`config.mk`:
```
export PLATFORM = sky130hd
export DESIGN_NAME = pmod_serial_subtractor_flat
export DESIGN_NICKNAME = d
export VERILOG_FILES = /design/src/rtl/pmod_serial_subtractor_pkg.sv /design/src/rtl/pmod_serial_subtractor_if.sv /design/src/rtl/pmod_serial_subtractor_input_conditioner.sv /design/src/rtl/pmod_serial_subtractor.sv /design/src/flat_wrapper.sv
export SDC_FILE = /design/constraint.sdc
export NUM_CORES = 1
export LEC_CHECK = 0
export ABC_AREA = 0
export CORE_AREA = 4 4 41 43
export CTS_BUF_LIST = sky130_fd_sc_hd__clkbuf_8
export CTS_CLUSTER_DIAMETER = 30
export DETAILED_ROUTE_END_ITERATION = 6
export DIE_AREA = 0 0 45 47
export HOLD_SLACK_MARGIN = 0.15
export PLACE_DENSITY = 0.8
export RECOVER_POWER = 50
export SYNTH_ARGS = -nofsm -noshare
export SYNTH_HDL_FRONTEND = slang
export SYNTH_SLANG_ARGS = --single-unit
export TNS_END_PERCENT = 10
```
`constraint.sdc`:
```
create_clock -name CLK -period 2.4 [get_ports CLK]
set_input_delay 0.36 -clock CLK [delete_from_list [all_inputs] [get_ports CLK]]
set_output_delay 0.36 -clock CLK [all_outputs]
set_load 0.05 [all_outputs]
```
`src/rtl/pmod_serial_subtractor_pkg.sv`:
```
// Shared types and arithmetic for the PMOD bit-serial subtractor.
// Holds the FSM state enum, synchronizer depth and the one-bit full subtractor.
package pmod_arith_pkg;

  typedef enum logic [1:0] {
    IDLE  = 2'd0,
    SHIFT = 2'd1,
    DONE  = 2'd2
  } sub_state_t;

  localparam int SYNC_STAGES = 2;

  // Returns {bout, d} for d = a - b - bin.
  function automatic logic [1:0] fs_bit(input logic a, input logic b, input logic bin);
    logic d;
    logic bout;
    d    = a ^ b ^ bin;
    bout = (~a & b) | (~(a ^ b) & bin);
    return {bout, d};
  endfunction

  function automatic int cnt_width(input int w);
    return (w > 1) ? $clog2(w) : 1;
  endfunction

endpackage

```
`src/rtl/pmod_serial_subtractor_if.sv`:
```
// Pin bundle of the serial subtractor: PMOD inputs, LED outputs and debug state.
// Handshake: no valid/ready; each synchronized PMOD3 rise carries one {PMOD1, PMOD2} bit pair.
interface pmod_serial_subtractor_if #(
  parameter int WIDTH = 2
);
  localparam int CW = pmod_arith_pkg::cnt_width(WIDTH);

  logic             PMOD1;
  logic             PMOD2;
  logic             PMOD3;
  logic             PMOD4;
  logic [WIDTH-1:0] DIFF;
  logic             BORROW;
  logic             DONE;
  logic             BUSY;

  pmod_arith_pkg::sub_state_t state;
  logic [CW-1:0]              bit_cnt;

  modport slave (
    input  PMOD1, PMOD2, PMOD3, PMOD4,
    output DIFF, BORROW, DONE, BUSY, state, bit_cnt
  );

  modport master (
    output PMOD1, PMOD2, PMOD3, PMOD4,
    input  DIFF, BORROW, DONE, BUSY, state, bit_cnt
  );

endinterface

```
`src/rtl/pmod_serial_subtractor_input_conditioner.sv`:
```
// Control-pin conditioner: 2-FF synchronizer, optional debounce (PMOD_DEBOUNCE_EN),
// then either the level (EDGE=0) or a registered one-cycle rise pulse (EDGE=1).
module pmod_input_conditioner
  import pmod_arith_pkg::*;
#(
  parameter int DEBOUNCE_CYCLES = 12000,
  parameter bit EDGE            = 1'b1
) (
  input  logic clk,
  input  logic rst_n,
  input  logic pin,
  output logic ev
);

`ifdef PMOD_DEBOUNCE_EN
  localparam bit DB_EN = 1'b1;
`else
  localparam bit DB_EN = 1'b0;
`endif

  logic [SYNC_STAGES-1:0] sync_q;
  logic                   synced;
  logic                   filtered;

  always_ff @(posedge clk or negedge rst_n) begin
    if (!rst_n) sync_q <= '0;
    else        sync_q <= {sync_q[SYNC_STAGES-2:0], pin};
  end

  assign synced = sync_q[SYNC_STAGES-1];

  generate
    if (DB_EN) begin : g_debounce
      localparam int DCW = $clog2(DEBOUNCE_CYCLES + 1);
      logic [DCW-1:0] cnt_q;
      logic           stable_q;

      // A new level is adopted only after DEBOUNCE_CYCLES consecutive differing samples.
      always_ff @(posedge clk or negedge rst_n) begin
        if (!rst_n) begin
          cnt_q    <= '0;
          stable_q <= 1'b0;
        end else if (synced == stable_q) begin
          cnt_q <= '0;
        end else if (cnt_q == DCW'(DEBOUNCE_CYCLES - 1)) begin
          stable_q <= synced;
          cnt_q    <= '0;
        end else begin
          cnt_q <= cnt_q + 1'b1;
        end
      end
      assign filtered = stable_q;
    end else begin : g_raw
      assign filtered = synced;
    end

    if (EDGE) begin : g_edge
      logic prev_q;
      logic rise_q;
      always_ff @(posedge clk or negedge rst_n) begin
        if (!rst_n) begin
          prev_q <= 1'b0;
          rise_q <= 1'b0;
        end else begin
          prev_q <= filtered;
          rise_q <= filtered & ~prev_q;
        end
      end
      assign ev = rise_q;
    end else begin : g_level
      assign ev = filtered;
    end
  endgenerate

endmodule

```
`src/rtl/pmod_serial_subtractor.sv`:
```
// Bit-serial A - B, LSB first, one bit pair per PMOD3 rise; PMOD4 clears.
// Optional PMOD_DEBOUNCE_EN debounces the strobe and clear pins.
module pmod_serial_subtractor
  import pmod_arith_pkg::*;
#(
  parameter int WIDTH           = 2,
  parameter int DEBOUNCE_CYCLES = 12000
) (
  input  logic                       CLK,
  input  logic                       RST_N,
  pmod_serial_subtractor_if.slave    bus
);

  localparam int            CW       = cnt_width(WIDTH);
  localparam logic [CW-1:0] LAST_IDX = CW'(WIDTH - 1);

  logic strobe;
  logic clear;

  pmod_input_conditioner #(.DEBOUNCE_CYCLES(DEBOUNCE_CYCLES), .EDGE(1'b1)) u_strobe (
    .clk(CLK), .rst_n(RST_N), .pin(bus.PMOD3), .ev(strobe)
  );

  pmod_input_conditioner #(.DEBOUNCE_CYCLES(DEBOUNCE_CYCLES), .EDGE(1'b0)) u_clear (
    .clk(CLK), .rst_n(RST_N), .pin(bus.PMOD4), .ev(clear)
  );

  logic [SYNC_STAGES-1:0] a_sync_q;
  logic [SYNC_STAGES-1:0] b_sync_q;

  always_ff @(posedge CLK or negedge RST_N) begin
    if (!RST_N) begin
      a_sync_q <= '0;
      b_sync_q <= '0;
    end else begin
      a_sync_q <= {a_sync_q[SYNC_STAGES-2:0], bus.PMOD1};
      b_sync_q <= {b_sync_q[SYNC_STAGES-2:0], bus.PMOD2};
    end
  end

  sub_state_t       state_q, state_d;
  logic [CW-1:0]    cnt_q;
  logic             borrow_q;
  logic [WIDTH-1:0] shreg_q;
  logic [WIDTH-1:0] diff_q;
  logic             final_borrow_q;

  logic             take;
  logic             finish;
  logic             bin;
  logic [1:0]       fs;
  logic [WIDTH-1:0] shift_next;

  assign take = strobe & ~clear;
  assign bin  = (state_q == SHIFT) & borrow_q;
  assign fs   = fs_bit(a_sync_q[SYNC_STAGES-1], b_sync_q[SYNC_STAGES-1], bin);

  // New difference bit enters at the MSB so bit i lands at position i after WIDTH shifts.
  generate
    if (WIDTH == 1) begin : g_w1
      assign shift_next = fs[0];
    end else begin : g_wn
      assign shift_next = {fs[0], shreg_q[WIDTH-1:1]};
    end
  endgenerate

  always_comb begin
    state_d = state_q;
    finish  = 1'b0;
    if (clear) begin
      state_d = IDLE;
    end else if (take) begin
      case (state_q)
        IDLE, DONE: begin
          if (WIDTH == 1) begin
            state_d = DONE;
            finish  = 1'b1;
          end else begin
            state_d = SHIFT;
          end
        end
        SHIFT: begin
          if (cnt_q == LAST_IDX) begin
            state_d = DONE;
            finish  = 1'b1;
          end
        end
        default: state_d = IDLE;
      endcase
    end
  end

  always_ff @(posedge CLK or negedge RST_N) begin
    if (!RST_N) state_q <= IDLE;
    else        state_q <= state_d;
  end

  always_ff @(posedge CLK or negedge RST_N) begin
    if (!RST_N) begin
      cnt_q          <= '0;
      borrow_q       <= 1'b0;
      shreg_q        <= '0;
      diff_q         <= '0;
      final_borrow_q <= 1'b0;
    end else if (clear) begin
      cnt_q          <= '0;
      borrow_q       <= 1'b0;
      shreg_q        <= '0;
      diff_q         <= '0;
      final_borrow_q <= 1'b0;
    end else if (take) begin
      shreg_q  <= shift_next;
      borrow_q <= fs[1];
      if (finish) begin
        diff_q         <= shift_next;
        final_borrow_q <= fs[1];
        cnt_q          <= '0;
      end else if (state_q == SHIFT) begin
        cnt_q <= cnt_q + 1'b1;
      end else begin
        cnt_q <= CW'(1);
      end
    end
  end

  assign bus.DIFF    = diff_q;
  assign bus.BORROW  = final_borrow_q;
  assign bus.DONE    = (state_q == DONE);
  assign bus.BUSY    = (state_q == SHIFT);
  assign bus.state   = state_q;
  assign bus.bit_cnt = cnt_q;

endmodule

```
`src/flat_wrapper.sv`:
```
// flat-port wrapper written by rule: the top's interface ports become plain ports
module pmod_serial_subtractor_flat import pmod_arith_pkg::*;
#(
  parameter int WIDTH           = 2,
  parameter int DEBOUNCE_CYCLES = 12000
)
  (CLK, RST_N, bus_PMOD1, bus_PMOD2, bus_PMOD3, bus_PMOD4, bus_DIFF, bus_BORROW, bus_DONE, bus_BUSY, bus_state, bus_bit_cnt);
  pmod_serial_subtractor_if #(.WIDTH(WIDTH)) bus_i ();
  input  logic CLK;
  input  logic RST_N;
  input wire logic [$bits(bus_i.PMOD1)-1:0] bus_PMOD1;
  input wire logic [$bits(bus_i.PMOD2)-1:0] bus_PMOD2;
  input wire logic [$bits(bus_i.PMOD3)-1:0] bus_PMOD3;
  input wire logic [$bits(bus_i.PMOD4)-1:0] bus_PMOD4;
  output wire logic [$bits(bus_i.DIFF)-1:0] bus_DIFF;
  output wire logic [$bits(bus_i.BORROW)-1:0] bus_BORROW;
  output wire logic [$bits(bus_i.DONE)-1:0] bus_DONE;
  output wire logic [$bits(bus_i.BUSY)-1:0] bus_BUSY;
  output wire logic [$bits(bus_i.state)-1:0] bus_state;
  output wire logic [$bits(bus_i.bit_cnt)-1:0] bus_bit_cnt;
  assign bus_i.PMOD1 = bus_PMOD1;
  assign bus_i.PMOD2 = bus_PMOD2;
  assign bus_i.PMOD3 = bus_PMOD3;
  assign bus_i.PMOD4 = bus_PMOD4;
  assign bus_DIFF = bus_i.DIFF;
  assign bus_BORROW = bus_i.BORROW;
  assign bus_DONE = bus_i.DONE;
  assign bus_BUSY = bus_i.BUSY;
  assign bus_state = bus_i.state;
  assign bus_bit_cnt = bus_i.bit_cnt;
  pmod_serial_subtractor #(.WIDTH(WIDTH), .DEBOUNCE_CYCLES(DEBOUNCE_CYCLES)) u_core (.CLK(CLK), .RST_N(RST_N), .bus(bus_i));
endmodule
```
==> metrics.md <==
| Metric | Value |
|---|---|
| Clock latency on the worst-skew pair | 0.25 ns |
| Sequential fraction of the synthesis area | 0.6606 |
| Clock buffers created by TritonCTS | 3 |
| Sort of element at the start of the critical path | flop |
| Number of instances resized during post-cts repair | 0 |
| Synth-to-Final Area Change | 26.42% |
| Minimum hold slack | 0.3517 ns |
| Area fraction of the dominant cell type after synthesis | 0.6606 |
| Slew Limit Headroom | 0.4886 |
| TritonCTS clock tree | built |
| Area of the die | 2115 um2 |
| HPWL after detailed placement | 707.4 um |
| Overall routing resource usage | 0.1154 |
| Pre-Repair DR Iteration Count | 1 |
| Worst Slack Setup Final | 0.3918 ns |
| Clk sink count | 18 |
| Req. time, crit path | 2.04 ns |
| Area used by sequential logic in the layout | 450.4 um2 |
| Number of global-route vias before repair | 399 |
| Non-Filler Cell Area, Final | 862.1 um2 |
| Quantity of hold-fixing buffers added after cts | 0 |
| Run status | finished, final reports clean |
| Mean number of vias per cell | 4.808 |
| Wire length of the first global-routing pass | 1718 um |
| Core Box Area | 1301 um2 |
| Final setup violation count | 0 |
| Final-report max-slew violation count | 0 |
| Post-synthesis cell area | 681.9 um2 |
| Synth Area in Simple Gates | 0.1633 |
| Count of vias placed by the detailed router | 375 |
| Overall die height | 47 um |
| Number of buffers on the longest clock path | 2 |
| Global-route congestion overflow total | 0 |
| Count of different cell masters after synthesis | 17 |
| Max-capacitance violation count | 0 |
| Category of the most critical setup path | flop to output pin |
| Total number of yosys warnings | 0 |
| Post-Place Setup Slack | 0.6524 ns |
| Count leader, synth | dfrtp_1 |
| Slew @ Worst Pin | 0.7646 ns |
| Min-delay worst type | flop to flop |
| Top cells by area in the synthesized netlist | dfrtp_1 66%, nand2b_1 4.6%, nor2b_1 4.6%, mux2i_1 4.4%, buf_6 3.3% |
| RSZ-0062 raised after global routing | no |
| Number of fill cells | 99 |
| Post-route DRC | 0 |
| Routed length per placed instance | 12.33 um |
| Per-instance average area after synthesis | 13.92 um2 |
| Leak | 0.3953 nW |
| Initial detailed-routing violation count | 0 |
| Post-CTS setup repair buffer count | 0 |
| Max Fclk | 0.4979 GHz |
| Setup Skew | 0.003898 ns |
| Areal power density over the cells | 708.2 nW/um2 |
| Footprint of the multi-input gates | 203.9 um2 |
| Top FF cell, synth | dfrtp_1 |
| Synth Area in Adders | 0.02936 |
| Maximum level of the CTS H-tree | 1 |
| Ant diodes | 0 |
| Type of element capturing the critical path | output pin |
| Largest net degree at the start of global routing | 19 |
| Number of instances in the synthesized netlist | 49 |
| Min Tclk post-route | 2.008 ns |
| Final worst path period share | 0.8368 |
| Number of top-level pins | 14 |
| Crit path arrival time | 1.65 ns |
| Synth Area in XOR/XNOR | 0 |
| Number of failing hold endpoints at the final stage | 0 |
| Compound-cell area share of the yosys netlist | 0.03670 |
| Mux contribution to synthesized area | 0.06606 |
| Post-route ant nets | 0 |
| Largest family of logic cells by synthesized area | simple AND/OR/NAND/NOR gates |
| Port-buffer cells | 13 |
| Gp weighted congestion | 0.6961 |
| Final net count | 71 |
| Maximum net fanout on the critical path | 6 |
| WL final | 962 um |
| Share of final-layout standard cells stronger than drive strength 1 | 0.1111 |
| Initial antenna violation count | 0 |
| Most used standard cells in the synthesized netlist | 18 x dfrtp_1, 5 x nand2b_1, 5 x nor2b_1 |
| Net count after synthesis | 56 |
| Area after detailed placement | 807.0 um2 |
| Die width | 45 um |
| Final TNS setup | 0 ns |
| Synth area leader | dfrtp_1 |
| Power Total | 0.6105 mW |
| Flip-flop and latch count after synthesis | 18 |
| CTS root buf | clkbuf_8 |
| Clock slew seen by the registers of the worst setup and hold paths | 0.07 ns |
| Count of standard-cell rows | 13 |
| Max VDD drop | 0.4989 mV |
| Post-synth ARST share | 1.000 |
| Effective utilization at floorplan | 0.5240 |
| EDFF count, synth | 0 |
-- through the flow --
step	util	cells
2_1_floorplan	-	49
3_3_place_gp	0.6202	74
3_5_place_dp	0.6202	74
4_1_cts	0.6625	78
5_1_grt	0.6625	78
6_report	0.6625	78
-- layout by cell type, fill, tap and decap left out --
cell	Yosys	routed
dfrtp_1	18	18
clkdlybuf4s50_1	0	8
nand2b_1	5	5
dlygate4sd3_1	0	5
nor2b_1	5	4
nor2_1	4	4
clkbuf_8	0	4
mux2i_1	3	3
nor3_1	2	2
nor2b_2	0	1
and2_1	1	1
inv_1	1	1
and4b_1	1	1
o211a_1	1	1
o21ba_2	1	1
or2b_1	1	1
a21oi_1	1	1
mux2_4	1	1
fa_1	1	1
-- cells by family (layout without fill, tap and decap cells) --
| group | after synthesis | after routing |
|---|---|---|
| and+or+nand+nor | 19 | 19 |
| DFF | 18 | 18 |
| muxes | 4 | 4 |
| buffers and inverters | 4 | 18 |
| AOI/OAI and AO/OA | 3 | 3 |
| adders and majority gates | 1 | 1 |
-- critical path: stages (launching register included) --
cell             delay (ns)
dfrtp_1                0.42
nor2b_2                0.18
clkdlybuf4s50_1        0.81
-- flip-flops by register name, summed over array words and instances, names as in the netlist --
signal                         cells
u_core.bus.BORROW                  1
u_core.shreg_q                     1
u_core.bus.bit_cnt                 1
u_core.u_clear.sync_q              2
u_core.u_strobe.g_edge.prev_q      1
u_core.u_strobe.sync_q             2
u_core.b_sync_q                    2
u_core.bus.DIFF                    2
u_core.borrow_q                    1
u_core.u_strobe.ev                 1
u_core.bus.state                   2
u_core.a_sync_q                    2
-- per-layer routing --
layer  track usage  part of all wire  vias up
met2        0.1893              0.50       10
met1        0.1407              0.44      183
met5             0                 0        -
met3       0.04598             0.060        0
li1              -                 -      182
met4       0.03509                 0        0
-- final timing paths --
| check | start | end | slack (ns) | cells after the start |
|---|---|---|---|---|
| max | u_core.bus.state[0] | bus_BUSY | 0.39 | 2 |
| min | u_core.a_sync_q[0] | u_core.a_sync_q[1] | 0.35 | 0 |
| max reg2reg | u_core.bus.state[0] | u_core.bus.DIFF[1] | 0.73 | 5 |
| min reg2reg | u_core.a_sync_q[0] | u_core.a_sync_q[1] | 0.35 | 0 |
| max in group asynchronous | RST_N | u_core.borrow_q | 1.29 | 1 |
| min in group asynchronous | RST_N | u_core.bus.DIFF[0] | 0.63 | 1 |
-- report_power, final --
group / internal, mW / leakage, nW / switching, mW
combinational: 0.0204 / 0.139 / 0.0273
clock: 0.145 / 0.0288 / 0.0917
sequential: 0.316 / 0.227 / 0.00991
total: 0.482 / 0.395 / 0.129
-- layout make-up --
cell class,count,area share
multi-input combinational,27,0.2366
inverter,1,0.004354
timing repair buffer,13,0.1509
clock buffer,4,0.06386
sequential,18,0.5225
tap,15,0.02177
(Power assumes the default switching activity.)
